`src/rtl/sct_arbiter.sv`:
```
// sct_arbiter: round-robin arbiter granting one of NREQ requesters a shared
// resource. A grant is held while its request stays high, is revoked on
// enable loss or after TMAX cycles (unless locked), and is always followed
// by a one-cycle gap so no requester is granted on back-to-back cycles.
module sct_arbiter #(
    parameter int NREQ = 5,
    parameter int TMAX = 15
) (
    input  logic            pclk,
    input  logic            prst,
    input  logic            pe,
    input  logic [NREQ-1:0] preq,
    input  logic            plock,
    output logic [NREQ-1:0] pgnt,
    output logic [2:0]      pgid,
    output logic            pbusy,
    output logic            ptmo
);

    typedef enum logic [1:0] {
        ST_IDLE  = 2'd0,
        ST_GRANT = 2'd1,
        ST_GAP   = 2'd2
    } state_t;

    localparam logic [2:0] LAST_IDX = 3'(NREQ - 1);
    localparam logic [7:0] TMO_CNT  = 8'(TMAX - 1);
    localparam logic [7:0] CNT_MAX  = 8'd255;

    state_t            state_r;
    logic [2:0]        rr_r;
    logic [7:0]        cnt_r;
    logic [NREQ-1:0]   pgnt_r;
    logic [2:0]        pgid_r;
    logic              pbusy_r;
    logic              ptmo_r;

    int                best_dist_s;
    int                dist_s;
    logic [2:0]        win_idx_s;
    logic              win_found_s;
    logic [2:0]        rr_next_s;
    logic              req_held_s;
    logic              release_s;
    logic              timeout_s;
    logic [7:0]        cnt_inc_s;

    // One-hot decode of a requester index into a grant vector.
    function automatic logic [NREQ-1:0] to_onehot(input logic [2:0] idx);
        logic [NREQ-1:0] oh;
        for (int j = 0; j < NREQ; j++) begin
            oh[j] = (3'(j) == idx);
        end
        return oh;
    endfunction

    assign pgnt  = pgnt_r;
    assign pgid  = pgid_r;
    assign pbusy = pbusy_r;
    assign ptmo  = ptmo_r;

    // Round-robin search: pick the asserted request closest upward from rr_r.
    always_comb begin
        best_dist_s = NREQ;
        dist_s      = 0;
        win_idx_s   = 3'd0;
        for (int j = 0; j < NREQ; j++) begin
            if (j >= int'(rr_r)) begin
                dist_s = j - int'(rr_r);
            end else begin
                dist_s = j + NREQ - int'(rr_r);
            end
            if (preq[j] && (dist_s < best_dist_s)) begin
                best_dist_s = dist_s;
                win_idx_s   = 3'(j);
            end else begin
                best_dist_s = best_dist_s;
            end
        end
        win_found_s = (best_dist_s < NREQ);
    end

    // Exit conditions for an active grant and next-value helpers.
    always_comb begin
        req_held_s = |(preq & pgnt_r);
        release_s  = !pe || !req_held_s;
        timeout_s  = (cnt_r >= TMO_CNT) && !plock;
        if (win_idx_s == LAST_IDX) begin
            rr_next_s = 3'd0;
        end else begin
            rr_next_s = win_idx_s + 3'd1;
        end
        if (cnt_r == CNT_MAX) begin
            cnt_inc_s = cnt_r;
        end else begin
            cnt_inc_s = cnt_r + 8'd1;
        end
    end

    // Arbiter FSM with registered grant, index, busy and timeout outputs.
    always_ff @(posedge pclk) begin
        if (prst) begin
            state_r <= ST_IDLE;
            rr_r    <= 3'd0;
            cnt_r   <= 8'd0;
            pgnt_r  <= {NREQ{1'b0}};
            pgid_r  <= 3'd0;
            pbusy_r <= 1'b0;
            ptmo_r  <= 1'b0;
        end else begin
            case (state_r)
                ST_IDLE: begin
                    ptmo_r <= 1'b0;
                    if (pe && win_found_s) begin
                        state_r <= ST_GRANT;
                        rr_r    <= rr_next_s;
                        cnt_r   <= 8'd0;
                        pgnt_r  <= to_onehot(win_idx_s);
                        pgid_r  <= win_idx_s;
                        pbusy_r <= 1'b1;
                    end else begin
                        state_r <= ST_IDLE;
                        pgnt_r  <= {NREQ{1'b0}};
                        pgid_r  <= 3'd0;
                        pbusy_r <= 1'b0;
                    end
                end
                ST_GRANT: begin
                    if (release_s || timeout_s) begin
                        // Release wins over a simultaneous timeout: no pulse.
                        state_r <= ST_GAP;
                        pgnt_r  <= {NREQ{1'b0}};
                        pgid_r  <= 3'd0;
                        pbusy_r <= 1'b0;
                        ptmo_r  <= timeout_s && !release_s;
                    end else begin
                        state_r <= ST_GRANT;
                        cnt_r   <= cnt_inc_s;
                        ptmo_r  <= 1'b0;
                    end
                end
                ST_GAP: begin
                    state_r <= ST_IDLE;
                    pgnt_r  <= {NREQ{1'b0}};
                    pgid_r  <= 3'd0;
                    pbusy_r <= 1'b0;
                    ptmo_r  <= 1'b0;
                end
                default: begin
                    state_r <= ST_IDLE;
                    pgnt_r  <= {NREQ{1'b0}};
                    pgid_r  <= 3'd0;
                    pbusy_r <= 1'b0;
                    ptmo_r  <= 1'b0;
                end
            endcase
        end
    end

endmodule

```
`config.mk`:
```
export PLATFORM = sky130hd
export DESIGN_NAME = sct_arbiter
export DESIGN_NICKNAME = d
export VERILOG_FILES = /design/src/rtl/sct_arbiter.sv
export SDC_FILE = /design/constraint.sdc
export NUM_CORES = 1
export LEC_CHECK = 0
export ABC_CLOCK_PERIOD_IN_PS = 13800
export CAP_MARGIN = 20
export CORE_MARGIN = 2
export CORE_UTILIZATION = 65
export CTS_CLUSTER_SIZE = 10
export DETAILED_ROUTE_END_ITERATION = 16
export DONT_BUFFER_PORTS = 1
export PLACE_DENSITY = 0.81
export SLEW_MARGIN = 15
export SYNTH_ARGS = -nofsm -noshare
export SYNTH_HDL_FRONTEND = slang
export SYNTH_SLANG_ARGS = --single-unit
```
`constraint.sdc`:
```
create_clock -name pclk -period 13.8 [get_ports pclk]
set_clock_uncertainty 0.05 [all_clocks]
set_input_delay 2.07 -clock pclk [delete_from_list [all_inputs] [get_ports pclk]]
set_output_delay 2.07 -clock pclk [all_outputs]
set_load 0.05 [all_outputs]
```
* Word level (Yosys, flattened, before mapping)
Cells that the tools add are included.
Cells by class: $add $sub $neg 12, $lt $le $gt $ge 12, eq/ne operators 11, mux-type cells 31, bitwise operators 3, reductions and logical operators 21
Operators by type and width (number):
- $mux W32 | 10
- $lt A32 B32 Y1 | 4
- $lt A32 B4 Y1 const B | 2
- $mux W8 | 3
- $mux W3 | 6
- $pmux W8 S2 | 1
- $sub A3 B3 Y4 const A | 4
- $mux W5 | 2
- $pmux W5 S2 | 1
- $sub A4 B3 Y5 const A | 2
- $add A8 B1 Y8 const B | 1
- $eq A8 B8 Y1 const B | 1
- $ge A8 B4 Y1 const B | 1
- $logic_and A1 B1 Y1 | 8
- $ne A2 B2 Y1 const B | 4
- $sub A1 B3 Y4 const A | 2
- $sub A2 B3 Y4 const A | 2
- $eq A2 B3 Y1 const A | 2
- $ge A1 B3 Y1 const A | 2
- $ge A2 B3 Y1 const A | 2
- $pmux W3 S2 | 1
- $and A5 B5 Y5 | 1
- $reduce_or A5 Y1 | 1
- $logic_not A1 Y1 | 4
- 18 further kinds | 23
Word-level totals: flip-flop bits (word level) 23, bits of input ports 9, output and inout bits 10, logic and storage cells 97

* Logic depth before layout (Yosys ltp)
Gate-level depths: netlist (run 1).
word-level depth 21, depth in mapped cells 42, depth with buffers taken out 39

* Worst setup path after synthesis (run 1)
OpenSTA, ideal clock, no wires.
path kind input to register, start input preq[0], end register rr_r[2], library setup time 0.085 ns, data arrival time 8.626 ns, required time 13.665 ns, setup slack 5.039 ns, cell stages on the path 36, path buffers 1, cells stage by stage nand2_1 ha_1 nand2b_1 a2111oi_0 a211o_1 a21oi_1 or2_2 inv_1 ha_1 a311oi_1 o21ai_1 o211ai_4 mux2i_1 inv_1 ha_1 nor3b_1 and3_1 nand2_1 o21ai_2 clkbuf_1 nor2_1 a21oi_1 ha_1 nand2b_1 and4_1 o21ai_0 o211ai_1 a31oi_1 inv_1 o21ai_0 inv_1 ha_1 ha_1 nor3_1 nand3_1 o31ai_2
Between the ends: longest elaborated chain between the ends 17, elaborated cells on any way between the ends 24, classes of those cells 1 x add/sub; 5 x order compare; 1 x eq/ne; 10 x mux; 7 x reduce/logical
Ends and longest elaborated chain:
- start, declared | RTL line 12 | input logic [NREQ-1:0] preq,
- $logic_and A1 B1 Y1 * | RTL line 73 | if (preq[j] && (dist_s < best_dist_s)) begin
- $mux W32 * | RTL line 73
- $lt A32 B32 Y1 | RTL line 73
- $logic_and A1 B1 Y1 | RTL line 73
- $mux W32 | RTL line 73
- $lt A32 B32 Y1 | RTL line 73
- $logic_and A1 B1 Y1 | RTL line 73
- $mux W32 | RTL line 73
- $lt A32 B32 Y1 | RTL line 73
- $logic_and A1 B1 Y1 | RTL line 73
- $mux W32 | RTL line 73
- $lt A32 B32 Y1 | RTL line 73
- $logic_and A1 B1 Y1 | RTL line 73
- $mux W32 | RTL line 73
- $lt A32 B4 Y1 | RTL line 80 | win_found_s = (best_dist_s < NREQ);
- $logic_and A1 B1 Y1 | RTL line 114 | if (pe && win_found_s) begin
- $reduce_and A2 Y1 (no source line)
- end signal, assigned | RTL line 116 | rr_r <= rr_next_s;
- end, declared | RTL line 31 | logic [2:0] rr_r;
Every way passes the cells marked *; elsewhere a longest branch is shown, timed or not. A chain may end at the register's enable or synchronous reset.

* Worst setup path in the final report (run 1)
start register rr_r[0], end register rr_r[2]
Between the ends: longest elaborated chain between the ends 20, elaborated cells on any way between the ends 45, classes of those cells 11 x add/sub; 11 x order compare; 1 x eq/ne; 15 x mux; 7 x reduce/logical
Ends and longest elaborated chain:
- $sub A3 B3 Y4 (tied with other cells) | RTL line 71 | dist_s = j + NREQ - int'(rr_r);
- $mux W32 | RTL line 68 | if (j >= int'(rr_r)) begin
- $lt A32 B4 Y1 | RTL line 73
- $logic_and A1 B1 Y1 | RTL line 73
- $mux W32 | RTL line 73
- $lt A32 B32 Y1 | RTL line 73
- $logic_and A1 B1 Y1 | RTL line 73
- $mux W32 | RTL line 73
- [... 4 more ...]
- $logic_and A1 B1 Y1 | RTL line 73
- $mux W32 | RTL line 73
- $lt A32 B32 Y1 | RTL line 73
- $logic_and A1 B1 Y1 | RTL line 73
- $mux W32 | RTL line 73
- $lt A32 B4 Y1 | RTL line 80
- $logic_and A1 B1 Y1 | RTL line 114
- $reduce_and A2 Y1 (no source line)
Parallel ways exist; a longest one is shown, timed or not.

==> impl_results.md, run 1 <==
- Drt wl/cell: 15.9 um
- Initial DRC count: between 200 and 250
- Initial antenna violation count: 0
- Fmax: between 100 and 150 MHz
- CTS sink cnt: 23
- Final Cycle Share: 68.7%
- GRT overflow: 0
- Die Y: 66 um
- Syn_nets: 349
- Max-cap violation count: 0
- Routed Antenna Nets: 0
- Setup WS pre-CTS: 4.21 ns
- Avg Cell Area, Syn: a little over 8 um^2
- Clock insertion delay at the later pin of the skew report: approximately 0.27 ns
- Die area: about 4400 um^2
- Final GP Congestion: 0.914
- Tmin final: 9.47 ns
- Slowest CP cell: dfxtp_1
- DR DRC count: 0
- Clk buf depth: 2
- Number of flops mapped to enable cells by yosys: 0
- Cell repeated most along the worst path: ha_1
- CP required: between 10 and 15 ns
- Peak VDD IR: roughly 0.12 mV
- Root Driver: clkbuf_8
- Syn Std Cell Area: 2500 um^2
- Post-Layout Cell Count: 349
- Nets: roughly 340
- Worst EP arrival: between 9 and 10 ns
- Layout cell share with drive strength beyond 1: 8.97%
- Core Util, Final: 69.0%
- Startpoint types: register
- CTS tree: built
- CP delay by family, top: compound AO/OA/AOI/OAI gates
- Unrepaired setup endpoints after global routing: no
- CP max FO: 13
- Row cnt: 22
- Pre-antenna DRT Iters: 4
- Core area: 3690 um^2
- Post-cts resize count: 0
- H-tree level count: 1
- Distinct cells, synth: 63
- Post-CTS Setup Inserts: 0
- Least-Margin Pin Slew: 0.766 ns
- Slew headroom: 48.8%
- Initial core utilization: 67.7%
- Post-DP HPWL: 4300 um
- Status: completed
- TritonCTS Buffers: 3
- Buf/Inv on CP: 5
- Most common cell after layout, fill and taps aside: ha_1
- Ys Warns: 0
- Final Hold Viols: 0
- Diodes inserted: 0
- Global-route wire length before repair: 9600 um
- Vias per cell: roughly 6.4
- Cell Pwr Density: 203 nW/um^2
- Post-Synthesis Cells: slightly above 300
- Post-Route WL: approximately 5600 um
- Setup_tns: 0 ns
- PnR worst setup slack: 4.33 ns
- FFs w/ async S/R, synth: 0%
- Vias: about 2,200
- FF+latch count, synth: 23
- Chip Width: 66 um
- Worst setup EP type: register
- I/O pin count: 19
- Pin count of the biggest net entering global routing: 24
- CTS hold repair buffers: 0
- Global Route Usage Sum: 28.2%
- Reg clk slew, reported paths: 0.08 ns
- Static leakage: approximately 1.0 nW
- Worst hold path class: register to register
- Fillers: 306
- Crit path kind: register to register
- Pins Over Slew Limit: 0
- Number of global-route vias before repair: around 2,100
- Final setup vio count: 0
- Final Hold Slack: 0.399 ns
- Most frequent cells in the layout: ha_1 (33), a21oi_1 (24), nand2_1 (23), inv_1 (23), dfxtp_1 (23)
- Dpl cells: 345
- Register area share after synthesis: 18.4%
- I/O Buffers: 0
- Worst path max stage delay: 0.58 ns
- Most common flop cell mapped by yosys: dfxtp_1
- Synth-to-Final Area Change: 1.90%
[logic make-up (layout without fill, tap and decap cells)]
family / after synthesis / after routing / share of synthesized area [%]
DFF: 23 / 23 / 18.4
buffers and inverters: 34 / 28 / 5.96
AOI/OAI and AO/OA: 92 / 92 / 29.6
muxes: 8 / 8 / 3.25
and+or+nand+nor: 109 / 109 / 23.4
adders and majority gates: 33 / 33 / 16.5
xor gates and xnor gates: 8 / 8 / 2.80
[stage by stage]
step                instance area, um^2  power, mW
floorplan                          2500      0.411
CTS                                2550      0.516
global placement                   2500      0.462
detailed placement                 2500      0.472
finish                             2550      0.518
global route                       2550      0.577
[power breakdown]
group	switching [mW]	internal, mW	total [mW]
clock network	0.0223	0.0202	0.0425
logic	0.224	0.146	0.370
registers	0.0298	0.0756	0.105
[routing by layer]
layer	vias to the layer above	global-route usage, %	share of wire, %
met5	-	0	0
met4	0	6.12	0.90
met3	6	5.28	6.1
met2	60	44.9	46
met1	1033	39.5	47
li1	1141	-	-
[sequential cells by signal, indices dropped and copies added (netlist names)]
name,flops
pbusy,1
pgnt,5
pgid,3
rr_r,3
ptmo,1
state_r,2
cnt_r,8
[final timing paths]
check                           startpoint         end  slack (ns)  cells after the start
worst min register to register  state_r[1]  state_r[0]        0.40                      1
worst max-delay path               rr_r[0]     rr_r[2]        4.33                     39
worst max register to register     rr_r[0]     rr_r[2]        4.33                     39
worst min-delay path            state_r[1]  state_r[0]        0.40                      1
[synthesized netlist by cell type, types with 3 or more instances]
library cell,count,share of area (%)
xor2_1,5,1.8
a21oi_1,24,4.8
nor3_1,8,1.6
nor4_1,4,1.0
nand2b_1,8,2.0
ha_1,33,17
nor2_1,21,3.2
nor3_2,6,2.4
and2_1,3,0.75
o31ai_2,3,1.5
and3_1,9,2.3
a32o_1,5,2.0
nor2b_1,4,1.0
o211ai_1,7,2.1
nand2_1,23,3.5
xnor2_1,3,1.1
o21a_1,5,1.5
mux2i_1,7,2.8
clkbuf_1,4,0.60
o21ai_0,6,1.2
a31oi_1,4,1.0
dfxtp_1,23,18
nor3b_1,3,0.90
o22a_1,3,1.1
a21boi_0,3,0.90
nand3_1,11,2.2
inv_1,23,3.5
[cell type report]
| cell class | instances | area, um^2 | area share [%] |
|---|---|---|---|
| clock inverter | 1 | 5.00 | 0.197 |
| multi-input combinational | 250 | 1890 | 74.2 |
| clock buffer | 3 | 41.3 | 1.62 |
| sequential | 23 | 460 | 18.1 |
| inverter | 24 | 90.1 | 3.54 |
| tap | 48 | 60.1 | 2.36 |
Note: power is estimated with default switching activity, not from simulation.
==> run 2, diff against run 1 <==
--- a/config.mk
+++ b/config.mk
@@ -5,14 +5,14 @@
 export SDC_FILE = /design/constraint.sdc
 export NUM_CORES = 1
 export LEC_CHECK = 0
-export ABC_CLOCK_PERIOD_IN_PS = 13800
+export ABC_CLOCK_PERIOD_IN_PS = 7800
 export CAP_MARGIN = 20
 export CORE_MARGIN = 2
-export CORE_UTILIZATION = 65
+export CORE_UTILIZATION = 58
 export CTS_CLUSTER_SIZE = 10
 export DETAILED_ROUTE_END_ITERATION = 16
 export DONT_BUFFER_PORTS = 1
-export PLACE_DENSITY = 0.81
+export PLACE_DENSITY = 0.76
 export SLEW_MARGIN = 15
 export SYNTH_ARGS = -nofsm -noshare
 export SYNTH_HDL_FRONTEND = slang
==> constraint.sdc (replaced) <==
create_clock -name pclk -period 7.8 [get_ports pclk]
set_clock_uncertainty 0.05 [all_clocks]
set_input_delay 1.17 -clock pclk [delete_from_list [all_inputs] [get_ports pclk]]
set_output_delay 1.17 -clock pclk [all_outputs]
set_load 0.05 [all_outputs]
==> impl_results.md, run 2 (synthesized netlist as in run 1, its figures left out) <==
- Status: completed (unchanged)
- Worst EP arrival: 7.61 ns (was 9.62 ns)
- DR WL met2: 3010 um (was 2570 um)
- Final Hold Viols: 0 (unchanged)
- PnR worst setup slack: 0.328 ns (was 4.33 ns)
- WP depth: 39 (unchanged)
- Root Driver: clkbuf_8 (unchanged)
- Clock insertion delay at the later pin of the skew report: 0.27 ns (about the same)
- Reg-to-Reg Start: rr_r[1] (was rr_r[0])
- Worst path max stage delay: 0.37 ns (was 0.58 ns)
- Max-cap violation count: 0 (unchanged)
- Worst setup EP type: register (unchanged)
- Row cnt: 23 (was 22)
- Pin count of the biggest net entering global routing: 24 (unchanged)
- Dpl cells: 364 (was 345)
- TritonCTS Buffers: 3 (unchanged)
- Synth-to-Final Area Change: 16.4% (was 1.90%)
- Number of global-route vias before repair: 2,246 (was 2,081)
- Final GP Congestion: 0.913 (was 0.914)
- Die Y: 69.6 um (was 66 um)
- Setup WS pre-CTS: -0.362 ns (was 4.21 ns)
- Final Cycle Share: 95.8% (was 68.7%)
- DR DRC count: 0 (unchanged)
- Vias per cell: 6.41 (was 6.42)
- Peak VDD IR: 0.254 mV (was 0.118 mV)
- Wire length on met3: 375 um (was 338 um)
- Cell Pwr Density: 392 nW/um^2 (was 203 nW/um^2)
- Most common cell after layout, fill and taps aside: ha_1 (unchanged)
- Layout cell share with drive strength beyond 1: 24.8% (was 8.97%)
- CTS tree: built (unchanged)
- Diodes inserted: 0 (unchanged)
- Crit. Startpoint: rr_r[1] (was rr_r[0])
- Area post-placement: 2650 um^2 (was 2500 um^2)
- Reg2reg end: rr_r[2] (unchanged)
- Startpoint types: register (unchanged)
- Global Route Usage Sum: 25.2% (was 28.2%)
- Post-Layout Cell Count: 373 (was 349)
- Chip Width: 69.6 um (was 66 um)
- Post-DP HPWL: 4780 um (was 4300 um)
- Slew headroom: 42.9% (was 48.8%)
- Fillers: 330 (was 306)
- Core area: 4090 um^2 (was 3690 um^2)
- CP delay by family, top: compound AO/OA/AOI/OAI gates (unchanged)
- Tmin final: 7.47 ns (was 9.47 ns)
- Least-Margin Pin Slew: 0.855 ns (was 0.766 ns)
- CTS sink cnt: 23 (unchanged)
- CTS hold repair buffers: 0 (unchanged)
- End point of the critical path: rr_r[2] (unchanged)
- Reg clk slew, reported paths: 0.08 ns (about the same)
- I/O Buffers: 0 (unchanged)
- Fin area: 2910 um^2 (was 2550 um^2)
- Fmax: 134 MHz (was 106 MHz)
- Pre-antenna DRT Iters: 5 (was 4)
- Biggest register: cnt_r (unchanged)
- Buf/Inv on CP: 6 (was 5)
- Met1 Wirelength: 2980 um (was 2590 um)
- Die area: 4850 um^2 (was 4360 um^2)
- Routed Antenna Nets: 0 (unchanged)
- Final setup vio count: 0 (unchanged)
- H-tree level count: 1 (unchanged)
- Cell repeated most along the worst path: ha_1 (unchanged)
- Reg2Reg Depth: 39 (unchanged)
- Initial core utilization: 61.1% (was 67.7%)
- CP required: 7.94 ns (was 13.94 ns)
- GRT overflow: 0 (unchanged)
- Vias: 2,391 (was 2,240)
- Most frequent cells in the layout: ha_1 (27), nand2_1 (23), a21oi_1 (22), buf_4 (22), dfxtp_1 (21) (was ha_1 (33), a21oi_1 (24), nand2_1 (23), inv_1 (23), dfxtp_1 (23))
- Max reg flops: 8 (unchanged)
- Clk buf depth: 2 (unchanged)
- Drt wl/cell: 17.4 um (was 15.9 um)
- Top Layer Used: met4 (unchanged)
- Initial antenna violation count: 0 (unchanged)
- Slowest CP cell: a2111oi_2 (was dfxtp_1)
- R2R Setup Slk: 0.33 ns (was 4.33 ns)
- Post-Route WL: 6480 um (was 5550 um)
- Pins Over Slew Limit: 0 (unchanged)
- CP max FO: 6 (was 13)
- Worst hold path class: register to register (unchanged)
- Static leakage: 1.16 nW (was 1.03 nW)
- Initial DRC count: 113 (was 232)
- I/O pin count: 19 (unchanged)
- Global-route wire length before repair: 10,200 um (was 9600 um)
- Crit path kind: register to register (unchanged)
- Nets: 366 (was 344)
==> run 2: cell types whose count changed in the layout (fill, tap and decap cells not counted), sizes merged <==
cell | previous run | this run
buf | 0 | 22
==> run 2: timing repair <==
item | in CTS | in global routing
setup endpoints to repair | 5 | 19
resized for setup | 9 | 32
buffers inserted | 3 | 2
pin swaps | 2 | 7
==> run 2: per-stage QoR <==
stage / total power, mW / utilization [%] / hold WS [ns] / setup TNS (ns)
4_1_cts: 1.03 / 67.1 / 0.405 / 0
6_report: 1.14 / 71.2 / 0.403 / 0
3_5_place_dp: 0.911 / 64.7 / 0.390 / -1.02
5_1_grt: 1.23 / 71.2 / 0.434 / -0.0953
2_1_floorplan: 0.738 / - / 0.365 / 0
3_3_place_gp: 0.893 / 64.7 / 0.377 / -0.340
==> run 2: worst register-to-register path: cells and delay by family, from the launching register on <==
kind            cells  cell delay (ns)
buf+inv             6             0.58
fa+ha+maj           8             1.88
flops               1             0.36
compound gates     13             2.31
simple gates       11             1.89
mux                 1             0.32
==> run 2: area by class of cell <==
class,count,area (um^2),area share (%)
clock inverters,1,5.00,0.172
well taps,50,62.6,2.15
repair buffers,22,165,5.68
inverters,24,95.1,3.27
clock buffers,3,41.3,1.42
multi-input cells,250,2080,71.4
flip-flops and latches,23,463,15.9
==> run 2: worst min path at each step <==
| stage | to | from | depth (start not counted) | slack [ns] |
|---|---|---|---|---|
| 2_1_floorplan | state_r[0] | state_r[1] | 1 | 0.37 |
| 3_3_place_gp | state_r[0] | state_r[1] | 1 | 0.38 |
| 3_5_place_dp | state_r[0] | state_r[1] | 1 | 0.39 |
| 4_1_cts | state_r[0] | state_r[1] | 1 | 0.40 |
| 5_1_grt | state_r[0] | state_r[1] | 1 | 0.43 |
| 6_report | state_r[0] | state_r[1] | 1 | 0.40 |
==> run 2: where the power goes <==
part | switching [mW] | internal, mW
combinational | 0.498 | 0.388
sequential | 0.0467 | 0.134
clock | 0.0378 | 0.0357
total | 0.583 | 0.558
==> run 2: metal layers <==
| layer | global-route usage [%] | vias to the layer above |
|---|---|---|
| met5 | 0 | - |
| met4 | 4.27 | 0 |
| met3 | 4.51 | 14 |
| met2 | 41.8 | 59 |
| met1 | 34.7 | 1135 |
| li1 | - | 1183 |
